File: config.mk
export PLATFORM = sky130hd
export DESIGN_NAME = mavg_mc
export DESIGN_NICKNAME = d
export VERILOG_FILES = /design/src/rtl/mavg_mc.sv
export SDC_FILE = /design/constraint.sdc
export NUM_CORES = 1
export LEC_CHECK = 0
export ABC_CLOCK_PERIOD_IN_PS = 4620
export BUFFER_PORTS_ARGS = -buffer_cell sky130_fd_sc_hd__buf_2
export CAP_MARGIN = 20
export CORE_ASPECT_RATIO = 0.75
export CORE_MARGIN = 1
export CORE_UTILIZATION = 63
export DETAILED_ROUTE_END_ITERATION = 16
export GPL_ROUTABILITY_DRIVEN = 0
export PLACE_DENSITY = 0.8
export SETUP_SLACK_MARGIN = 0.2
export SLEW_MARGIN = 20
export SYNTH_ARGS = -nofsm -noshare
export SYNTH_HDL_FRONTEND = slang
export SYNTH_SLANG_ARGS = --single-unit
File: constraint.sdc
create_clock -name update_clk -period 4.62 [get_ports update_clk]
set_clock_uncertainty 0.1 [all_clocks]
set_input_delay 0 -clock update_clk [delete_from_list [all_inputs] [get_ports update_clk]]
set_output_delay 0 -clock update_clk [all_outputs]
set_load 0.1 [all_outputs]
File: src/rtl/mavg_mc.sv
// Multi-channel moving-average filter: per-channel N-deep window and running sum,
// one registered average per accepted sample. Define MAVG_ROUND_EN for round-half-up output.
module mavg_mc #(
  parameter  int DW = 16,
  parameter  int N  = 8,
  parameter  int CH = 4,
  localparam int LN = $clog2(N),
  localparam int CW = (CH > 1) ? $clog2(CH) : 1
) (
  input  logic          update_clk,
  input  logic          rst_n,
  input  logic          clear,
  input  logic          in_valid,
  output logic          in_ready,
  input  logic [CW-1:0] in_ch,
  input  logic [DW-1:0] in_data,
  output logic          out_valid,
  input  logic          out_ready,
  output logic [CW-1:0] out_ch,
  output logic [DW-1:0] out_data,
  output logic          out_full
);

  localparam int SW = DW + LN;

  logic [DW-1:0] mem_q [CH][N];
  logic [LN-1:0] wp_q  [CH];
  logic [LN:0]   cnt_q [CH];
  logic [SW-1:0] sum_q [CH];

  logic          out_valid_q;
  logic [CW-1:0] out_ch_q;
  logic [DW-1:0] out_data_q;
  logic          out_full_q;

  logic          ch_ok_s;
  logic [CW-1:0] ch_s;
  logic          acc_s;
  logic          win_full_s;
  logic [DW-1:0] drop_s;
  logic [SW-1:0] sum_d;
  logic [LN:0]   cnt_d;
  logic [DW-1:0] avg_s;

  assign ch_ok_s  = ({1'b0, in_ch} < (CW+1)'(CH));
  assign ch_s     = ch_ok_s ? in_ch : '0;
  assign in_ready = (!out_valid_q || out_ready) && !clear;
  assign acc_s    = in_valid && in_ready && ch_ok_s;

  // Forwarded next-state of the addressed channel, so back-to-back samples see the new sum
  always_comb begin
    win_full_s = (cnt_q[ch_s] == (LN+1)'(N));
    drop_s     = win_full_s ? mem_q[ch_s][wp_q[ch_s]] : '0;
    sum_d      = sum_q[ch_s] + {{LN{in_data[DW-1]}}, in_data} - {{LN{drop_s[DW-1]}}, drop_s};
    cnt_d      = win_full_s ? cnt_q[ch_s] : cnt_q[ch_s] + (LN+1)'(1);
  end

`ifdef MAVG_ROUND_EN
  localparam logic [SW:0] HALF = (SW+1)'(1) << (LN - 1);
  logic [SW:0] rnd_s;
  logic        unused_rnd_s;
  assign rnd_s        = {sum_d[SW-1], sum_d} + HALF;
  assign avg_s        = rnd_s[SW-1:LN];
  assign unused_rnd_s = ^{rnd_s[SW], rnd_s[LN-1:0]};
`else
  // Selecting bits above LN is the arithmetic shift; the result always fits DW
  assign avg_s = sum_d[SW-1:LN];
`endif

  // Sample storage is never reset; cnt masks stale entries
  always_ff @(posedge update_clk) begin
    if (acc_s) begin
      mem_q[ch_s][wp_q[ch_s]] <= in_data;
    end
  end

  // Per-channel pointer, count and running sum
  always_ff @(posedge update_clk or negedge rst_n) begin
    if (!rst_n) begin
      for (int c = 0; c < CH; c++) begin
        wp_q[c]  <= '0;
        cnt_q[c] <= '0;
        sum_q[c] <= '0;
      end
    end else if (clear) begin
      for (int c = 0; c < CH; c++) begin
        wp_q[c]  <= '0;
        cnt_q[c] <= '0;
        sum_q[c] <= '0;
      end
    end else if (acc_s) begin
      wp_q[ch_s]  <= wp_q[ch_s] + LN'(1);
      cnt_q[ch_s] <= cnt_d;
      sum_q[ch_s] <= sum_d;
    end
  end

  // Output register: load on accept, drop valid once the consumer takes it
  always_ff @(posedge update_clk or negedge rst_n) begin
    if (!rst_n) begin
      out_valid_q <= 1'b0;
      out_ch_q    <= '0;
      out_data_q  <= '0;
      out_full_q  <= 1'b0;
    end else if (acc_s) begin
      out_valid_q <= 1'b1;
      out_ch_q    <= ch_s;
      out_data_q  <= avg_s;
      out_full_q  <= (cnt_d == (LN+1)'(N));
    end else if (out_ready) begin
      out_valid_q <= 1'b0;
    end
  end

  assign out_valid = out_valid_q;
  assign out_ch    = out_ch_q;
  assign out_data  = out_data_q;
  assign out_full  = out_full_q;

endmodule

Yosys cells after proc, flatten, opt, wreduce, memory -nomap -nowiden --
Memories as Yosys holds them, arrays and structs flattened. Cells that the tools add are included. W data, S select, Z words.
Storage, ports and cells: input port bits 23, bits in writable memories 512, register bits 124, word-level logic and storage cells 73, memories kept 1
Memory list:
- mem_q | depth 4, width 128, rd ports 1, clocked after Yosys merged registers in 0, wr ports 1, line 26 | logic [DW-1:0] mem_q [CH][N];
Cells by class: magnitude comparators 4, reductions and logical operators 9, muxes and demuxes 35, eq/ne operators 2, $add $sub $neg 4, bitwise logic cells 2
Operators with widths (count):
- $mux W76 | 2
- $mux W128 | 1
- $mux W16 | 6
- $bwmux W76 | 1
- $mux W19 | 3
- $bmux W16 S3 | 1
- $demux W16 S3 | 1
- $bmux W19 S2 | 1
- $demux W19 S2 | 1
- $mux W12 | 2
- $add A19 B19 Y19 | 1
- $sub A19 B19 Y19 | 1
- $bwmux W16 | 1
- $mux W4 | 4
- $bwmux W12 | 1
- $mux W3 | 3
- $bmux W4 S2 | 1
- $demux W4 S2 | 1
- $eq A4 B4 Y1 const B | 2
- $bmux W3 S2 | 1
- $demux W3 S2 | 1
- $add A4 B1 Y4 const B | 1
- $ge A4 B4 Y1 const B | 1
- $logic_and A1 B1 Y1 | 4
- other kinds (10) | 14

Logic depth before layout (Yosys ltp) --
Gate-level depths: netlist (run 1).
depth in word-level cells 13, gate-level depth with buffers 21, gate-level depth less buffers 16

Least setup slack after synthesis (run 1) --
No wires, ideal clock.
kind flip-flop to flip-flop, start register out_valid_q (netlist: out_valid), end memory mem_q[2][16] (netlist name), enable pin, stages on the path, launching flop included 8, data arrival time 3.967 ns, setup time 0.388 ns, path buffers 1, slack 0.164 ns, period minus slack after synthesis 4.456 ns, required time 4.132 ns, cells stage by stage dfrtp_1 nand2b_1 nor2b_1 nand2_1 clkbuf_1 nor2_1 nand3_1 nor2_1
Between the ends: word-level cells in the longest chain between the ends 6
Ends and longest elaborated chain:
- start, declared | line 31 | logic out_valid_q;
- start signal, assigned | line 101 | out_valid_q <= 1'b0;
- start signal, assigned | line 106 | out_valid_q <= 1'b1;
- start signal, assigned | line 111 | out_valid_q <= 1'b0;
- $logic_not A1 Y1 | line 47 | assign in_ready = (!out_valid_q || out_ready) && !clear;
- $logic_or A1 B1 Y1 | line 47
- $logic_and A1 B1 Y1 | line 47
- net in_ready | line 14 | output logic in_ready,
- $logic_and A1 B1 Y1 | line 48 | assign acc_s = in_valid && in_ready && ch_ok_s;
- $mux W1 | line 72 | if (acc_s) begin
- $mux W128 (not written as such) | line 73 | mem_q[ch_s][wp_q[ch_s]] <= in_data;
- end, declared | line 26
The timed path passes the listed nets, and every way through them passes these cells.

Final worst setup path (run 1) --
start register wp_q[10] (netlist name), end register sum_q[75] (netlist name)
Between the ends: word-level cells in the longest chain between the ends 12
Ends and longest elaborated chain:
- start, declared | line 27 | logic [LN-1:0] wp_q [CH];
- start signal, assigned by index | line 92 | wp_q[ch_s] <= wp_q[ch_s] + LN'(1);
- $bmux W3 S2 | line 53 | drop_s = win_full_s ? mem_q[ch_s][wp_q[ch_s]] : '0;
- $mux W3 (not written as such) (2 in a row) | line 53
- $not A3 Y4 (not written as such) | line 53
- $bmux W16 S3 | line 53
- $mux W16 (not written as such) (2 in a row) | line 53
- $mux W16 | line 53
- $sub A19 B19 Y19 | line 54 | sum_d = sum_q[ch_s] + {{LN{in_data[DW-1]}}, in_data} - {{LN{drop_s[DW-1]}}, drop_s};
- $bwmux W76 | line 94 | sum_q[ch_s] <= sum_d;
- $mux W76 | line 91 | end else if (acc_s) begin
- $mux W76 | line 85 | end else if (clear) begin
- end signal, assigned by index | line 94
- end, declared | line 29 | logic [SW-1:0] sum_q [CH];
Every way passes these cells. The select of a mux whose other input is x is not followed. A chain may end at the register's enable or synchronous reset.

==> metrics.yaml, run 1 <==
pre_cts_slack_ns: -0.09724
clk_pin_slew_ns: 0.07
rr_worst_depth: 18
antenna_found_initial: 0
wl_per_cell_um: 27.12
crit_path_end: "sum_q[75]"
cts_sinks: 636
drive_gt1_share_pct: 27.52
syn_nets: 1671
grt_max_degree: 91
io_buffer_count: 43
worstSetupPathType: "reg -> reg"
synth-xor-area-share_pct: 0.5772
cts_tree: "built"
r2r-end: "sum_q[75]"
wl_met1_um: 25970
dp_hpwl_um: 39750
dieArea_um2: 43850
drtIter0Drc: 2013
ctsHtreeMaxLevel: 2
overflow: 0
rr_startpoint: "wp_q[10]"
grt_pass1_wl_um: 97590
hp-class: "in -> async"
grt_pass1_vias: 15872
ys_ff_latch: 636
initial_core_util_pct: 64.20
p_per_area_nw_per_um2: 409.8
num-nets-final: 1836
fin_util_pct: 73.43
die_h_um: 181.6
critPathArrivalTime_ns: 4.93
power_mw: 12.70
ys_seq_area_share_pct: 68.19
highest_layer: "met4"
finalWirelength_um: 64710
synth_cells: 1607
via_per_inst: 6.609
syn_area_um2: 27100
rsz0062_at_grt: "yes"
crit_fanout: 33
synth_edf_count: 512
n_antenna_cell: 0
placed_cells: 2261
violations: "hold timing"
postRouteAntennaNets: 0
coreArea_um2: 42210
yosys-top-cells-area: "edfxtp_1 (57%), mux4_2 (13%), dfrtp_1 (11%), nand3b_1 (1.6%), a211oi_1 (1.4%)"
synthAdderAreaFrac_pct: 2.392
cts_buffers: 55
drt_pass1_iterations: 6
finalSetupViolCount: 0
synth-simple-area-share_pct: 5.924
synth-async-reset-ratio_pct: 19.50
n_fill_cell: 2376
num_rows: 65
drc: 0
startpoint: "wp_q[10]"
ir_drop_mv: 0.3420
io_pins: 44
syn_area_per_cell_um2: 16.86
r2r_slack_ns: 0.03
synth_top_area_share_pct: 56.74
ys_warn_count: 0
yosysTopAreaCell: "edfxtp_1"
worst_setup_path_end_kind: "register"
wl_met3_um: 5845
grt_util_all_layers_pct: 30.60
fin_setup_tns_ns: 0
maxCapViolCount: 0
hold_violations: 3
cp.required_ns: 4.96
finalMaxSlewViolations: 0
holdWs_ns: -0.004645
crit_path_start_kind: "register"
p_leak_nw: 10.98
synth_mux_area_share_pct: 14.10
fin_crit_ns: 4.591
synth_cell_types: 58
cts_buffer_depth: 3
wl_met2_um: 31190
cts_root_buf: "clkbuf_16"
max_freq_ghz: 0.2178
ys.flop_type: "edfxtp_1"
synth_top_family_by_area: "multiplexers"
slew_headroom_pct: 33.94
synthToLayoutAreaGrowth_pct: 14.39
instances_no_fill: 2386
worstMarginPinSlew_ns: 0.9909
setup_ws_ns: 0.02889
synth-compound-area-share_pct: 5.703
period_share_pct: 99.37
vias: 15769
die_x_um: 241.5
clock_latency_ns: 0.61
outcome: "finished, violations left"
[flip-flops by register name, indices dropped and copies added (netlist names)]
register   cells
out_ch         2
wp_q          12
sum_q         76
out_full       1
out_valid      1
out_data      16
cnt_q         16
mem_q        512
[cells by family (layout without fill, tap and decap cells)]
family,count (synthesis),count (layout)
buf+inv,163,373
fa+ha+maj,41,41
xor+xnor,17,17
flops,636,636
simple gates,320,320
compound gates,241,241
mux,189,189
[routing by layer]
layer / vias to the layer above / track usage [%]
met1: 8201 / 45.90
met3: 126 / 4.956
li1: 6553 / -
met2: 889 / 47.15
met5: - / 0
met4: 0 / 9.139
[synthesized netlist by cell type, types with 3 or more instances]
cell / n
edfxtp_1: 512
mux4_2: 154
dfrtp_1: 124
nand2_1: 101
nor2_1: 87
inv_1: 66
nand3b_1: 58
o21ai_0: 56
a21oi_1: 53
a211oi_1: 51
clkbuf_1: 38
mux2i_1: 33
nor2b_1: 32
buf_2: 26
ha_1: 23
o21ai_1: 19
fa_1: 18
nand3_1: 14
buf_6: 13
a22oi_1: 12
xnor2_1: 12
buf_4: 11
a21o_1: 10
a211oi_2: 9
a22o_1: 6
buf_1: 5
nand2b_1: 5
nor3_1: 5
o31ai_1: 5
a31oi_1: 4
and3_1: 4
o211ai_1: 4
xor2_1: 4
a2bb2oi_1: 3
buf_12: 3
[cells in the final DEF (no fill, tap or decap), types with 18 or more instances in the layout]
cell type and count:
nor2_1 87, clkbuf_16 57, o21ai_0 45, a21oi_1 35, nand2_1 101, dfrtp_1 124
edfxtp_1 512, buf_2 40, mux4_2 153, nor2b_1 28, nand3b_1 58, a211oi_1 40
a21oi_2 18, a211oi_2 18, o21ai_1 28, mux2i_1 22, dlygate4sd3_1 22, inv_1 66
buf_4 127
[how the worst min path moves through the flow]
| stage | start | cells past startpoint | to | slack (ns) |
|---|---|---|---|---|
| 6_report | rst_n | 2 | out_data[11] | -0.005 |
| 5_1_grt | in_ch[0] | 4 | cnt_q[4] | 0.08 |
| 4_1_cts | rst_n | 2 | out_data[8] | 0.03 |
| 3_5_place_dp | rst_n | 1 | out_data[10] | 0.12 |
| 3_3_place_gp | rst_n | 1 | out_data[10] | 0.09 |
| 2_1_floorplan | rst_n | 0 | cnt_q[0] | -0.40 |
[worst max-delay path, cell delays in order (launching register included)]
cell,delay (ns)
dfrtp_1,0.39
mux4_4,0.67
buf_12,0.22
mux2i_2,0.28
a211oi_2,0.16
buf_4,0.18
a21oi_1,0.12
nor2_1,0.08
fa_1,0.49
inv_1,0.05
ha_2,0.38
nand2_1,0.10
buf_4,0.16
nor3_1,0.26
a31oi_1,0.14
a21oi_1,0.24
xnor2_1,0.14
buf_4,0.15
o21ai_1,0.06
[stage by stage]
| step | area (um2) | hold WS [ns] |
|---|---|---|
| 4_1_cts | 30810 | 0.02827 |
| 2_1_floorplan | 27100 | -0.3956 |
| 3_3_place_gp | 28660 | 0.09420 |
| 5_1_grt | 31000 | 0.08121 |
| 6_report | 31000 | -0.004645 |
| 3_5_place_dp | 28660 | 0.1166 |
[timing repair]
item / in CTS / in global routing
gates resized for setup: 34 / 46
gates cloned: 0 / 0
setup buffers: 0 / 1
endpoints found under the hold margin: 626 / 0
hold buffers: 22 / 0
pin swaps: 6 / 11
setup endpoints to repair: 72 / 75
[final cells by class]
class                      count  area [um2]  share of cell area (%)
inverter                      66       247.7                  0.7993
clock buffer                  72        1506                   4.860
tap                          569       711.9                   2.297
timing repair buffer         205        1672                   5.393
sequential                   636       18480                   59.61
multi-input combinational    808        8094                   26.11
clock inverter                30       286.5                  0.9244
[power by group]
part,switching [mW],leakage [nW],internal (mW)
Combinational,1.15,3.82,0.563
Clock,2.06,0.874,2.58
Sequential,0.0541,6.29,6.30
Total,3.26,11.0,9.44
Note: power is estimated with default switching activity, not from simulation.
==> run 2, diff against run 1 <==
Settings changed: BUFFER_PORTS_ARGS -buffer_cell sky130_fd_sc_hd__buf_2 to -buffer_cell sky130_fd_sc_hd__clkbuf_2, PLACE_DENSITY 0.8 to 0.83.
==> run 2 against run 1 <==
The run ends with setup timing left; non-clock buffer count is 13 higher; register-to-register slack got worse by 0.16 ns; clock power decreased by 1%; cell area up 2.7%; global-route usage is 2.4 points higher; cell count increased by 0.59%; maximum frequency decreased by 3.4%; combinational power rose by 12%; clock-buffer cell count grew 4; first-iteration DRC count rose by 13%; wire length rose by 10%.
==> metrics.yaml, run 2 (synthesis results as in run 1) <==
outcome: "finished, violations left"
violations: "setup timing"
final_common_cell: "edfxtp_1"
p_leak_nw: 11.22
whs_endpoint: "out_ch[1]"
postPlaceCellArea_um2: 28560
cts_buffers: 55
io_buffer_count: 43
cts_sinks: 636
cts_root_buf: "clkbuf_16"
finalWirelength_um: 71220
num-nets-final: 1849
switching_share_pct: 26.59
num_rows: 65
cts_buffer_depth: 3
drtIter0Drc: 2284
dp_hpwl_um: 40280
grt_util_all_layers_pct: 32.97
crit_fanout: 14
ctsHtreeMaxLevel: 2
fin_util_pct: 75.45
ir_drop_mv: 0.3465
synthToLayoutAreaGrowth_pct: 17.53
hp-start: "in_ch[1]"
vias: 16403
drt_pass1_iterations: 6
finalSetupViolCount: 14
cpMaxStageDelayCell: "mux4_4"
die_h_um: 181.6
n_fill_cell: 2124
r2r-end: "sum_q[73]"
rsz0062_at_grt: "yes"
grt_max_degree: 91
rr_startpoint: "wp_q[1]"
cpPeakStageDelay_ns: 0.71
fin_crit_ns: 4.751
max_freq_ghz: 0.2105
crit_path_start_kind: "register"
instances_no_fill: 2400
largest_reg_flops: 512
holdWs_ns: 0.1071
grt_pass1_vias: 16541
crit_chain: "mux4_4 -> buf_16 -> bufbuf_16 -> nor2b_1 -> a211oi_1 -> a21oi_1 -> a21oi_1 -> nor2_1 -> fa_1 -> inv_1 -> ha_4 -> o211ai_1 -> o211ai_1 -> nand3_2 -> a21oi_2 -> nor3_1 -> buf_4 -> o31ai_1"
worstMarginPinSlew_ns: 1.162
critPathArrivalTime_ns: 5.15
postRouteAntennaNets: 0
drc: 0
slew_headroom_pct: 22.36
wl_per_cell_um: 29.67
drive_gt1_share_pct: 32.71
rr_worst_depth: 18
overflow: 0
clock_latency_ns: 0.61
io_pins: 44
fin_setup_tns_ns: -0.7658
cts_tree: "built"
p_int_mw: 9.452
cp.required_ns: 5.01
power_switching_mw: 3.423
finalMaxSlewViolations: 0
hold_depth: 5
placed_cells: 2251
final_cell_mix: "edfxtp_1 (512), mux4_2 (153), buf_4 (126)"
setup_ws_ns: -0.1310
r2r_slack_ns: -0.13
worst_setup_path_end_kind: "register"
final_area_um2: 31850
worstSetupPathType: "reg -> reg"
hold_violations: 0
clk_pin_slew_ns: 0.07
grt_pass1_wl_um: 103900
pwr-share-clk_pct: 35.7
period_share_pct: 102.8
maxCapViolCount: 0
pwr-share-seq_pct: 49.4
combPwrFrac_pct: 14.9
coreArea_um2: 42210
dieArea_um2: 43850
initial_core_util_pct: 64.20
hp-class: "in -> reg"
die_x_um: 241.5
n_antenna_cell: 0
p_per_area_nw_per_um2: 404.3
via_per_inst: 6.835
antenna_found_initial: 1
run 2: metrics by stage:
step	setup slack (ns)	power [mW]
final	-0.1310	12.88
after CTS	0.1682	12.66
after global routing	-0.2592	13.18
after detailed placement	-0.1617	8.059
after floorplan	0.6065	7.525
after global placement	-0.01991	8.012
run 2: repair_timing:
action	4_1_cts	5_1_grt
setup buffers	8	9
setup endpoints to repair	64	69
resized for setup	109	118
cloned	6	0
hold endpoints to repair	591	0
pin swaps	13	50
hold buffers	23	0
run 2: how the worst max path moves through the flow:
stage | slack, ns | to | startpoint | cells after the start
floorplan | 0.61 | out_data[14] | wp_q[1] | 17
global placement | -0.02 | sum_q[75] | wp_q[1] | 19
detailed placement | -0.16 | sum_q[14] | wp_q[1] | 17
CTS | 0.17 | sum_q[67] | wp_q[1] | 18
global route | -0.26 | sum_q[73] | wp_q[4] | 18
finish | -0.13 | sum_q[73] | wp_q[1] | 18
run 2: layout make-up:
cell class	instances	area (um2)	area share, %
flip-flops and latches	636	18480	58.02
multi-input cells	808	8677	27.25
repair buffers	218	1968	6.180
clock buffers	76	1572	4.935
well taps	569	711.9	2.235
inverters	66	247.7	0.7779
clock inverters	27	192.7	0.6050
run 2: metal layers:
metal / GRT usage [%] / vias to the layer above / wire length [um]
met4: 11.32 / 2 / 2272
met5: 0 / - / 13
li1: - / 6579 / -
met2: 52.78 / 1197 / 35350
met3: 7.753 / 181 / 7972
met1: 45.11 / 8444 / 25610
run 2: power groups by stage:
stage | clock network (mW) | logic (mW) | registers [mW]
CTS | 4.58 | 1.72 | 6.36
global placement | 0 | 1.54 | 6.47
detailed placement | 0 | 1.58 | 6.48
floorplan | 0 | 0.684 | 6.84
global route | 4.81 | 2.00 | 6.37
finish | 4.59 | 1.92 | 6.36
run 2: critical path, delay by kind of cell, from the launching register on:
family / cells / cell delay (ns)
compound gates: 7 / 1.33
fa+ha+maj: 2 / 0.62
buf+inv: 4 / 0.79
flops: 1 / 0.39
mux: 1 / 0.71
simple gates: 4 / 0.67
==> run 3, diff against run 2 <==
Settings changed: CELL_PAD_IN_SITES_DETAIL_PLACEMENT set to 2, CELL_PAD_IN_SITES_GLOBAL_PLACEMENT set to 2, CORE_UTILIZATION 63 to 48, PLACE_DENSITY 0.83 to not set, PLACE_DENSITY_LB_ADDON set to 0.1.
==> run 3 against run 2 <==
The flow still finishes with violations (setup timing); critical path depth increased by 2; combinational power increased by 18%; via count increased by 4.7%; cell count increased by 9.9%; clock-buffer cell count increased by 7; register-to-register slack got worse by 0.16 ns; first-iteration DRC count decreased by 17%; maximum frequency decreased by 3.2%; core utilization decreased by 16 points; largest cell class unchanged.
==> metrics.yaml, run 3 (synthesis results as in run 1) <==
final_cell_mix: "edfxtp_1 (512), buf_4 (174), mux4_2 (153)"
pre_cts_slack_ns: -0.2836
largest_reg_flops: 512
drive_gt1_share_pct: 37.85
grt_util_all_layers_pct: 32.82
crit_path_start_kind: "register"
slew_headroom_pct: 25.67
fin_util_pct: 59.65
drtIter0Drc: 1894
num_rows: 75
worstMarginPinSlew_ns: 1.115
wl_per_cell_um: 39.42
synthToLayoutAreaGrowth_pct: 22.90
cp.required_ns: 4.99
grt_max_degree: 91
rsz0062_at_grt: "yes"
fin_crit_ns: 4.907
max_freq_ghz: 0.2038
coreArea_um2: 55830
placed_cells: 2470
postRouteAntennaNets: 0
clk_pin_slew_ns: 0.06
die_h_um: 207.8
ir_drop_mv: 0.3998
p_per_area_nw_per_um2: 429.7
worstSetupPathType: "reg -> reg"
drt_pass1_iterations: 5
maxCapViolCount: 0
postPlaceCellArea_um2: 29300
num-nets-final: 1915
io_pins: 44
hp-class: "in -> reg"
finalMaxSlewViolations: 0
initial_core_util_pct: 48.53
final_common_cell: "edfxtp_1"
grt_pass1_vias: 18373
final_area_um2: 33300
antenna_found_initial: 5
finalSetupViolCount: 66
hold_violations: 0
die_x_um: 276.4
dp_hpwl_um: 55230
via_per_inst: 6.510
n_fill_cell: 4596
instances_no_fill: 2637
cts_buffers: 66
cts_sinks: 636
period_share_pct: 106.2
setup_ws_ns: -0.2868
cts_buffer_depth: 3
critPathArrivalTime_ns: 5.28
crit_fanout: 9
ctsHtreeMaxLevel: 3
cts_root_buf: "clkbuf_16"
clock_latency_ns: 0.64
finalWirelength_um: 103900
p_leak_nw: 11.77
outcome: "finished, violations left"
dieArea_um2: 57420
overflow: 0
cts_tree: "built"
fin_setup_tns_ns: -9.941
violations: "setup timing"
grt_pass1_wl_um: 134200
drc: 0
io_buffer_count: 43
vias: 17168
worst_setup_path_end_kind: "register"
run 3: cell types whose count changed in the layout (fill, tap and decap cells not counted), moves of 6 or more:
cell	delta
buf_12	+7
a21oi_4	+6
nand2_2	+10
buf_4	+48
nand2_1	-11
nor2_4	+6
a21oi_2	+9
o21ai_2	-9
a21oi_1	-15
nor2_1	-6
clkbuf_16	+12
run 3: worst max-delay path, stage by stage, from the launching register on:
cell,delay [ns]
dfrtp_1,0.40
mux4_4,0.70
buf_12,0.22
buf_16,0.17
buf_4,0.17
mux2i_1,0.19
a21oi_1,0.12
a21oi_2,0.24
nor2_1,0.12
fa_1,0.55
inv_1,0.09
ha_4,0.31
buf_6,0.13
nand3_2,0.12
buf_4,0.16
nor3_4,0.22
a31oi_1,0.14
a21oi_2,0.21
xnor2_1,0.14
buf_4,0.17
o21ai_1,0.06
run 3: metrics by stage:
step	power (mW)	hold slack, ns
after floorplan	7.525	-0.3956
after global placement	8.149	0.06957
after detailed placement	8.231	0.08475
after CTS	13.88	0.04805
after global routing	14.58	0.1250
final	14.31	0.1083
run 3: cell type report:
class,count,area (um2),share of cell area (%)
Antenna cell,1,2.502,0.007514
Clock buffer,83,1778,5.339
Timing Repair Buffer,273,2460,7.386
Sequential cell,636,18480,55.48
Multi-Input combinational cell,808,9049,27.17
Tap cell,731,914.6,2.746
Clock inverter,39,374.1,1.123
Inverter,66,247.7,0.7439
run 3: per-layer routing:
layer / vias up / track usage, % / wire length (um)
met4: 0 / 9.478 / 4418
met5: - / 0 / 0
met1: 9342 / 43.68 / 39320
met2: 872 / 56.48 / 52700
met3: 236 / 4.738 / 7507
li1: 6718 / - / -
run 3: repair_timing:
action,CTS,global route
pin swaps,52,38
endpoints found under the hold margin,512,0
setup endpoints to repair,72,82
gates cloned,4,3
hold buffers,21,0
buffers inserted,10,6
resized for setup,152,144
run 3: worst paths after layout:
kind / startpoint / to / slack, ns / cells past startpoint
hold / removal: in_ch[1] / cnt_q[7] / 0.11 / 4
setup / recovery: wp_q[10] / sum_q[75] / -0.29 / 20
min in group asynchronous: rst_n / out_data[5] / 0.40 / 3
hold reg to reg: out_data[0] / out_data[0] / 0.40 / 1
max in group asynchronous: rst_n / sum_q[42] / 3.09 / 4
setup reg to reg: wp_q[10] / sum_q[75] / -0.29 / 20
run 3: power by group:
group | switching [mW] | internal, mW | total (mW)
sequential | 0.0770 | 6.30 | 6.38
combinational | 1.51 | 0.745 | 2.26
clock | 2.58 | 3.10 | 5.68
